$ cat config.mk
export PLATFORM = sky130hd
export DESIGN_NAME = tp_pulse_stretcher_flat
export DESIGN_NICKNAME = d
export VERILOG_FILES = /design/src/rtl/tp_pulse_stretcher_if.sv /design/src/rtl/tp_pulse_stretcher.sv /design/src/flat_wrapper.sv
export SDC_FILE = /design/constraint.sdc
export NUM_CORES = 1
export LEC_CHECK = 0
export BUFFER_PORTS_ARGS = -buffer_cell sky130_fd_sc_hd__buf_2
export CAP_MARGIN = 10
export CORE_ASPECT_RATIO = 1.25
export CORE_MARGIN = 1.5
export CORE_UTILIZATION = 40
export CTS_BUF_LIST = sky130_fd_sc_hd__clkbuf_16
export DETAILED_ROUTE_END_ITERATION = 8
export HOLD_SLACK_MARGIN = 0.06
export PLACE_DENSITY = 0.62
export SLEW_MARGIN = 15
export SYNTH_ARGS = -nofsm -noshare
export SYNTH_HDL_FRONTEND = slang
export SYNTH_SLANG_ARGS = --single-unit
$ cat constraint.sdc
create_clock -name clk -period 7.98 [get_ports clk]
set_clock_uncertainty 0.05 [all_clocks]
set_input_delay 1.995 -clock clk [delete_from_list [all_inputs] [get_ports clk]]
set_output_delay 1.995 -clock clk [all_outputs]
set_load 0.05 [all_outputs]
$ cat src/rtl/tp_pulse_stretcher_if.sv
// Avalon-MM register bus for the test-point pulse stretcher.
interface tp_pulse_stretcher_if;
  logic [2:0]  address;
  logic        chipselect;
  logic        write_n;
  logic [31:0] writedata;
  logic [31:0] readdata;

  modport master (output address, chipselect, write_n, writedata, input readdata);
  modport slave  (input address, chipselect, write_n, writedata, output readdata);
endinterface

$ cat src/rtl/tp_pulse_stretcher.sv
// Test-point pulse stretcher: widens rising edges on masked channels to LEN cycles.
// Optional per-channel rising-edge counters enabled by macro TP_STRETCH_EVCNT_EN.
module tp_ch #(
  parameter int LEN_W = 16
) (
  input  logic             clk,
  input  logic             reset,
  input  logic             in_bit,
  input  logic             in_d,
  input  logic             mask,
  input  logic [LEN_W-1:0] len,
  output logic             tp_q
);
  localparam logic [LEN_W-1:0] ONE = 1;
  logic [LEN_W-1:0] cnt_q, cnt_d;
  logic             tp_d, rise;

  assign rise = in_bit & ~in_d;

  always_comb begin
    cnt_d = cnt_q;
    if (rise && mask)        cnt_d = (len == '0) ? '0 : len - ONE;
    else if (cnt_q != '0)    cnt_d = cnt_q - ONE;
    tp_d = mask ? (in_bit | (cnt_q != '0)) : in_bit;
  end

  always_ff @(posedge clk or posedge reset) begin
    if (reset) begin
      cnt_q <= '0;
      tp_q  <= 1'b0;
    end else begin
      cnt_q <= cnt_d;
      tp_q  <= tp_d;
    end
  end
endmodule

module tp_pulse_stretcher #(
  parameter int WIDTH       = 8,
  parameter int LEN_W       = 16,
  parameter int DEFAULT_LEN = 1000
) (
  input  logic              clk,
  input  logic              reset,
  input  logic [WIDTH-1:0]  in_port,
  output logic [WIDTH-1:0]  tp_out,
  tp_pulse_stretcher_if.slave bus
);
  logic             wr;
  logic [WIDTH-1:0] mask_q, mask_d, flags_q, flags_d, in_d_q, rise, w1c;
  logic [LEN_W-1:0] len_q, len_d;
  logic [31:0]      rdata;
  logic             unused_wdata;

  assign wr           = bus.chipselect & ~bus.write_n;
  assign rise         = in_port & ~in_d_q;
  assign unused_wdata = ^bus.writedata[31:LEN_W];

  always_comb begin
    mask_d  = mask_q;
    len_d   = len_q;
    w1c     = (wr && bus.address == 3'd2) ? bus.writedata[WIDTH-1:0] : '0;
    // Rise wins over a same-cycle clear.
    flags_d = (flags_q & ~w1c) | rise;
    if (wr && bus.address == 3'd0) mask_d = bus.writedata[WIDTH-1:0];
    if (wr && bus.address == 3'd1) len_d  = bus.writedata[LEN_W-1:0];
  end

  always_ff @(posedge clk or posedge reset) begin
    if (reset) begin
      mask_q  <= '0;
      len_q   <= LEN_W'(DEFAULT_LEN);
      flags_q <= '0;
      in_d_q  <= '0;
    end else begin
      mask_q  <= mask_d;
      len_q   <= len_d;
      flags_q <= flags_d;
      in_d_q  <= in_port;
    end
  end

  for (genvar i = 0; i < WIDTH; i++) begin : g_ch
    tp_ch #(.LEN_W(LEN_W)) u_ch (
      .clk    (clk),
      .reset  (reset),
      .in_bit (in_port[i]),
      .in_d   (in_d_q[i]),
      .mask   (mask_q[i]),
      .len    (len_q),
      .tp_q   (tp_out[i])
    );
  end

`ifdef TP_STRETCH_EVCNT_EN
  logic [7:0][7:0] ev_q, ev_d;
  logic [7:0]      rise8;

  assign rise8 = 8'(rise);

  always_comb begin
    for (int i = 0; i < 8; i++) begin
      ev_d[i] = ev_q[i];
      // Clear dominates a same-cycle rise.
      if (wr && bus.address == ((i < 4) ? 3'd4 : 3'd5)) ev_d[i] = '0;
      else if (rise8[i] && ev_q[i] != 8'hff)               ev_d[i] = ev_q[i] + 8'd1;
    end
  end

  always_ff @(posedge clk or posedge reset) begin
    if (reset) ev_q <= '0;
    else       ev_q <= ev_d;
  end
`endif

  always_comb begin
    rdata = '0;
    case (bus.address)
      3'd0: rdata = 32'(mask_q);
      3'd1: rdata = 32'(len_q);
      3'd2: rdata = 32'(flags_q);
`ifdef TP_STRETCH_EVCNT_EN
      3'd4: rdata = {ev_q[3], ev_q[2], ev_q[1], ev_q[0]};
      3'd5: rdata = {ev_q[7], ev_q[6], ev_q[5], ev_q[4]};
`endif
      default: rdata = '0;
    endcase
  end

  assign bus.readdata = rdata;
endmodule
$ cat src/flat_wrapper.sv
// flat-port wrapper written by rule: the top's interface ports become plain ports
module tp_pulse_stretcher_flat 
#(
  parameter int WIDTH       = 8,
  parameter int LEN_W       = 16,
  parameter int DEFAULT_LEN = 1000
)
  (clk, reset, in_port, tp_out, bus_address, bus_chipselect, bus_write_n, bus_writedata, bus_readdata);
  tp_pulse_stretcher_if bus_i ();
  input  logic clk;
  input  logic reset;
  input  logic [WIDTH-1:0] in_port;
  output logic [WIDTH-1:0] tp_out;
  input wire logic [$bits(bus_i.address)-1:0] bus_address;
  input wire logic [$bits(bus_i.chipselect)-1:0] bus_chipselect;
  input wire logic [$bits(bus_i.write_n)-1:0] bus_write_n;
  input wire logic [$bits(bus_i.writedata)-1:0] bus_writedata;
  output wire logic [$bits(bus_i.readdata)-1:0] bus_readdata;
  assign bus_i.address = bus_address;
  assign bus_i.chipselect = bus_chipselect;
  assign bus_i.write_n = bus_write_n;
  assign bus_i.writedata = bus_writedata;
  assign bus_readdata = bus_i.readdata;
  tp_pulse_stretcher #(.WIDTH(WIDTH), .LEN_W(LEN_W), .DEFAULT_LEN(DEFAULT_LEN)) u_core (.clk(clk), .reset(reset), .in_port(in_port), .tp_out(tp_out), .bus(bus_i));
endmodule
# After elaboration in Yosys (flattened, before gate mapping)
# Cells that the tools add are included.
# W data, S select, Z words.
dict set report totals {
  out_inout_bits 40
  ff_bits 176
  elab_cells 118
  inputBits 47
}
dict set report classes {
  mux 27
  n_addsub 9
  reduce_logical 29
  eq_ne 2
  bitwise 31
}
# op n
set op_table {}
lappend op_table {{$mux W16} 17}
lappend op_table {{$sub A16 B1 Y16 const B} 9}
lappend op_table {{$reduce_bool A16 Y1} 8}
lappend op_table {{$pmux W16 S3} 1}
lappend op_table {{$and A8 B8 Y8} 2}
lappend op_table {{$logic_not A16 Y1} 1}
lappend op_table {{$not A8 Y8} 2}
lappend op_table {{$reduce_bool A2 Y1} 8}
lappend op_table {{$logic_and A1 B1 Y1} 11}
lappend op_table {{$and A1 B1 Y1} 9}
lappend op_table {{$not A1 Y1} 9}
lappend op_table {{$mux W1} 8}
lappend op_table {{$mux W8} 1}
lappend op_table {{$or A1 B1 Y1} 8}
lappend op_table {{$or A8 B8 Y8} 1}
lappend op_table {{$eq A3 B1 Y1 const B} 1}
lappend op_table {{$eq A3 B2 Y1 const B} 1}
lappend op_table {{$logic_not A3 Y1} 1}

# Logic depth before layout (Yosys ltp)
dict set report logic_depth {
  ltp_word 7
  depth_mapped 8
  ltp_nobuf 7
}

# Hierarchy
# From an unflattened synthesis, not the netlist that was laid out.
dict set report hier_totals {
  hier_cells 1290
  hier_area_um2 12271.8
}
# mod instances area_per_inst_um2 seq_area_each_um2 cells_each
set by_module_without_submodules {}
lappend by_module_without_submodules {{tp_ch at u_core.g_ch[1].u_ch ...} 4 1320.0 425.4 137}
lappend by_module_without_submodules {{tp_ch at u_core.g_ch[0].u_ch ...} 4 1271.2 425.4 144}
lappend by_module_without_submodules {tp_pulse_stretcher 1 1906.8 1008.5 166}

# Worst setup path before layout
# OpenSTA, ideal clock, no wires.
dict set report synth_timing {
  path_kind {in2out}
  startpoint {input port bus_address[0]}
  endpoint {output port bus_readdata[10]}
  path_buffers 1
  stages 4
  t_required_ns 5.935
  arrival_time_ns 3.132
  slack_ns 2.803
  cell_sequence {nor2b_1 clkbuf_1 nor2b_1 and2_1}
}
dict set report synth_between {
  elab_chain_cells 2
  elab_cells_between_ends 4
  cone_classes {eq/ne (2); mux (1); reduce/logical (1)}
}
# item line
set synth_lines {}
lappend synth_lines {{start, declared} flat_wrapper.sv:14} ;# input wire logic [$bits(bus_i.address)-1:0] bus_address;
lappend synth_lines {{$eq A3 B2 Y1, or another cell as far along} tp_pulse_stretcher.sv:118} ;# case (bus.address)
lappend synth_lines {{$pmux W16 S3 (*)} tp_pulse_stretcher.sv:118}
lappend synth_lines {{end, declared} flat_wrapper.sv:18} ;# output wire logic [$bits(bus_i.readdata)-1:0] bus_readdata;
# Mark *: on every way between the ends. The rest lies on a longest branch, timed or not.

# Final worst setup path
dict set report layout_timing {
  startpoint {input port bus_address[0]}
  endpoint {output port bus_readdata[11]}
}
# Same word-level chain as after synthesis.

==> flow_summary.ini <==
[setup_path]
r2r-start = u_core.len_q[0]$_DFFE_PP0P_
worst-setup-path-type = in2out
slowest_delay_ps = 750
cp_num_cells = 5
reg2reg_depth = 6
arrival_ps = 3920
r2r-end = u_core.g_ch[2].u_ch.cnt_q[9]$_DFFE_PP0P_
regToRegSetupSlack_ps = 4490
path_max_fanout = 11
endpoint_kind = output pin
crit_buf_inv = 2
critPathTopFamily = simple AND/OR/NAND/NOR gates
start_kind = input port
required_ps = 5940
crit_slowest_cell = nor2b_1
crit_chain = buf_2 > nor2b_1 > nor2b_1 > and2_1 > buf_2

[hold_path]
holdCritStartpoint = u_core.flags_q[3]$_DFF_PP0_
hp-class = reg2reg
hold_depth = 1
hold_end = u_core.flags_q[3]$_DFF_PP0_

[clock_network]
cts_resized = 0
clk_pin_slew_ps = 70
root_buffer = clkbuf_16
clockBufferDepth = 2
cts_max_level = 4
holdBufCountCts = 0
postCtsSetupBuffers = 0
clock-sinks = 176
cts_tree = built
cts_made_buffers = 17
clock_latency_ps = 440

[synth]
yosysWarnings = 0
ys_ff_latch = 176
synth-seq-area-share_pct = 43.4
synth_cells = 1085
yosysUniqueCellTypes = 68
synth-edff-count = 0
synth_top_area_share_pct = 41.9
synthFlopType = dfrtp_1
syn_area_um2 = 10200
syn_avg_cell_area_um2 = 9.37
synth_largest_area_cell = dfrtp_1
async_flop_share_pct = 100
synth_area_leaders = dfrtp_1, nor2_1, a21oi_1

[power_and_ir_drop]
clkPwrFrac_pct = 21.3
p_comb_share_pct = 34.3
vdd_drop_max_mv = 0.163
p_leak_nw = 4.50
p_sw_w = 0.00147
intPower_w = 0.00224
p_sw_share_pct = 39.7
p_per_area_nw_per_um2 = 332
p_seq_share_pct = 44.5

[route]
postRouteAntennaNets = 0
viasPerCell = 5.53
dr_wl_met2_um = 12600
first_iter_violations = 533
drcViolationCount = 0
m1WireLength_um = 11700
vias = 8087
wl_per_cell_um = 17.6
topRoutingLayerUsed = met4
wirelength_um = 25800
met3_length_um = 941
drt_pass1_iterations = 5

[sta]
setup_viol = 0
slew_headroom_pct = 23.8
finalHoldViolations = 0
rsz0062_at_grt = false
tns_ps = 0
max_freq_mhz = 168
report.final.slew_viol_count = 0
worstMarginPinSlew_ps = 1140
period_needed_ps = 5970
period_share_pct = 74.8

[die]
initial_core_util_pct = 40.4
placementRows = 65
die_h_um = 181
core_area_um2 = 25100
dieArea_um2 = 26400
die_w_um = 146
pin_count = 87

[flow_run]
maxCapViolations = 0

[final_layout]
antenna_cells = 0
syn_to_final_growth_pct = 10.1
fin_cells = 1463
nNetsFinal = 1179
layout-drive-gt1-share_pct = 14.4
fin_util_pct = 44.5

[place]
numPortBuffers = 54
gp_congestion = 0.852
hpwl_um = 17200
dp.cells = 1431

[grt]
overflow = 0
grt_pass1_vias = 7719
grt_use_total_pct = 20.3
grt_max_degree = 105
antenna_found_initial = 0
grt_pass1_wl_um = 42100

[status]
status = finished, final reports clean
-- synth_stat cells, types with 5 or more instances --
| cell | number |
|---|---|
| nor3b_1 | 8 |
| nor3_1 | 37 |
| nand3_1 | 23 |
| buf_2 | 10 |
| a31oi_1 | 16 |
| nor2_1 | 131 |
| ha_1 | 17 |
| a211oi_1 | 6 |
| inv_1 | 25 |
| o211ai_1 | 6 |
| xor2_1 | 21 |
| xnor2_1 | 44 |
| nand4_1 | 7 |
| or3b_2 | 5 |
| dfrtp_1 | 170 |
| nand3b_1 | 5 |
| o21ai_0 | 46 |
| nor4_1 | 27 |
| nand2_1 | 66 |
| and2_1 | 14 |
| nor2b_1 | 20 |
| clkbuf_1 | 31 |
| nor4b_1 | 9 |
| a21o_1 | 16 |
| mux2i_1 | 44 |
| or4_1 | 23 |
| or3_1 | 25 |
| o21a_1 | 7 |
| o31ai_1 | 11 |
| dfstp_2 | 6 |
| mux2_2 | 30 |
| buf_4 | 24 |
| a21oi_1 | 92 |
-- cells in the final DEF (no fill, tap or decap), drive strengths merged, types with 7 or more instances in the layout --
cell and n:
o21ai 51, a31oi 16, or3 25, nor4b 10, nor3 37, clkinv 9
nand4 7, a21o 16, and2 15, nor2 131, xor2 22, xnor2 44
mux2 30, nor4 32, dfrtp 170, conb 16, o21a 7, nor3b 8
or4b 7, o31ai 12, a21oi 93, inv 28, nand2 66, mux2i 45
or4 25, buf 64, nand3 23, nor2b 20, clkbuf 17, ha 17
-- final cells by class --
type                            instances  area [µm²]
Fill cell                            2447       13900
Multi-Input combinational cell        831        5370
Sequential cell                       176        4410
Clock buffer                           17         425
Tap cell                              335         419
Timing Repair Buffer                   64         345
Clock inverter                         15         121
Inverter                               25        98.8
-- flip-flops by register name, indices dropped and copies added (netlist names) --
name,count
u_core.mask_q,8
u_core.len_q,16
u_core.in_d_q,8
u_core.flags_q,8
u_core.g_ch.u_ch.tp_q,8
u_core.g_ch.u_ch.cnt_q,128
-- power by group through the flow --
| stage | Sequential (W) | Clock (W) | Combinational, W |
|---|---|---|---|
| 2_1_floorplan | 0.00154 | 0 | 0.00101 |
| 3_3_place_gp | 0.00164 | 0 | 0.00124 |
| 3_5_place_dp | 0.00165 | 0 | 0.00128 |
| 4_1_cts | 0.00164 | 0.000811 | 0.00128 |
| 5_1_grt | 0.00172 | 0.000847 | 0.00143 |
| 6_report | 0.00165 | 0.000789 | 0.00127 |
-- cell families (layout without fill, tap and decap cells) --
kind of cell	after synthesis	in the layout	synth area share, %
AOI/OAI and AO/OA	224	224	13.1
xor gates and xnor gates	66	66	5.76
adders and majority gates	17	17	2.09
buffers and inverters	93	121	4.52
DFF	176	176	43.4
muxes	75	75	7.88
other	1	16	0.0369
and+or+nand+nor	433	433	23.2
-- routing by layer --
metal	global-route usage, %	vias up
met1	26.9	3965
met2	33.9	181
met4	6.90	0
met5	0	-
met3	3.16	30
li1	-	3911
-- worst max path at each step --
stage | startpoint | to | slack, ps
finish | bus_address[0] | bus_readdata[11] | 2010
global route | bus_address[0] | bus_readdata[11] | 1770
CTS | bus_address[0] | bus_readdata[10] | 2030
detailed placement | bus_address[0] | bus_readdata[10] | 2030
global placement | bus_address[0] | bus_readdata[15] | 2070
floorplan | reset | u_core.flags_q[0]$_DFF_PP0_ | 1170
-- through the flow --
| step | cell area (µm²) | worst slack (ps) | power [W] | hold WS, ps |
|---|---|---|---|---|
| after CTS | 11200 | 2030 | 0.00374 | 434 |
| after global placement | 10600 | 2070 | 0.00288 | 418 |
| after floorplan | 10200 | 1170 | 0.00255 | 399 |
| final | 11200 | 2010 | 0.00371 | 431 |
| after detailed placement | 10600 | 2030 | 0.00293 | 416 |
| after global routing | 11200 | 1770 | 0.00399 | 449 |
-- worst register-to-register path, delay by kind of cell, from the launching register on --
| family | cells | cell delay (ps) |
|---|---|---|
| AND/OR/NAND/NOR | 3 | 2310 |
| flip-flops | 1 | 430 |
| adder cells (fa/ha/maj) | 1 | 260 |
| AO/OA/AOI/OAI | 1 | 190 |
| buffers and inverters | 1 | 80 |
Power figures use the tool's default switching activity.
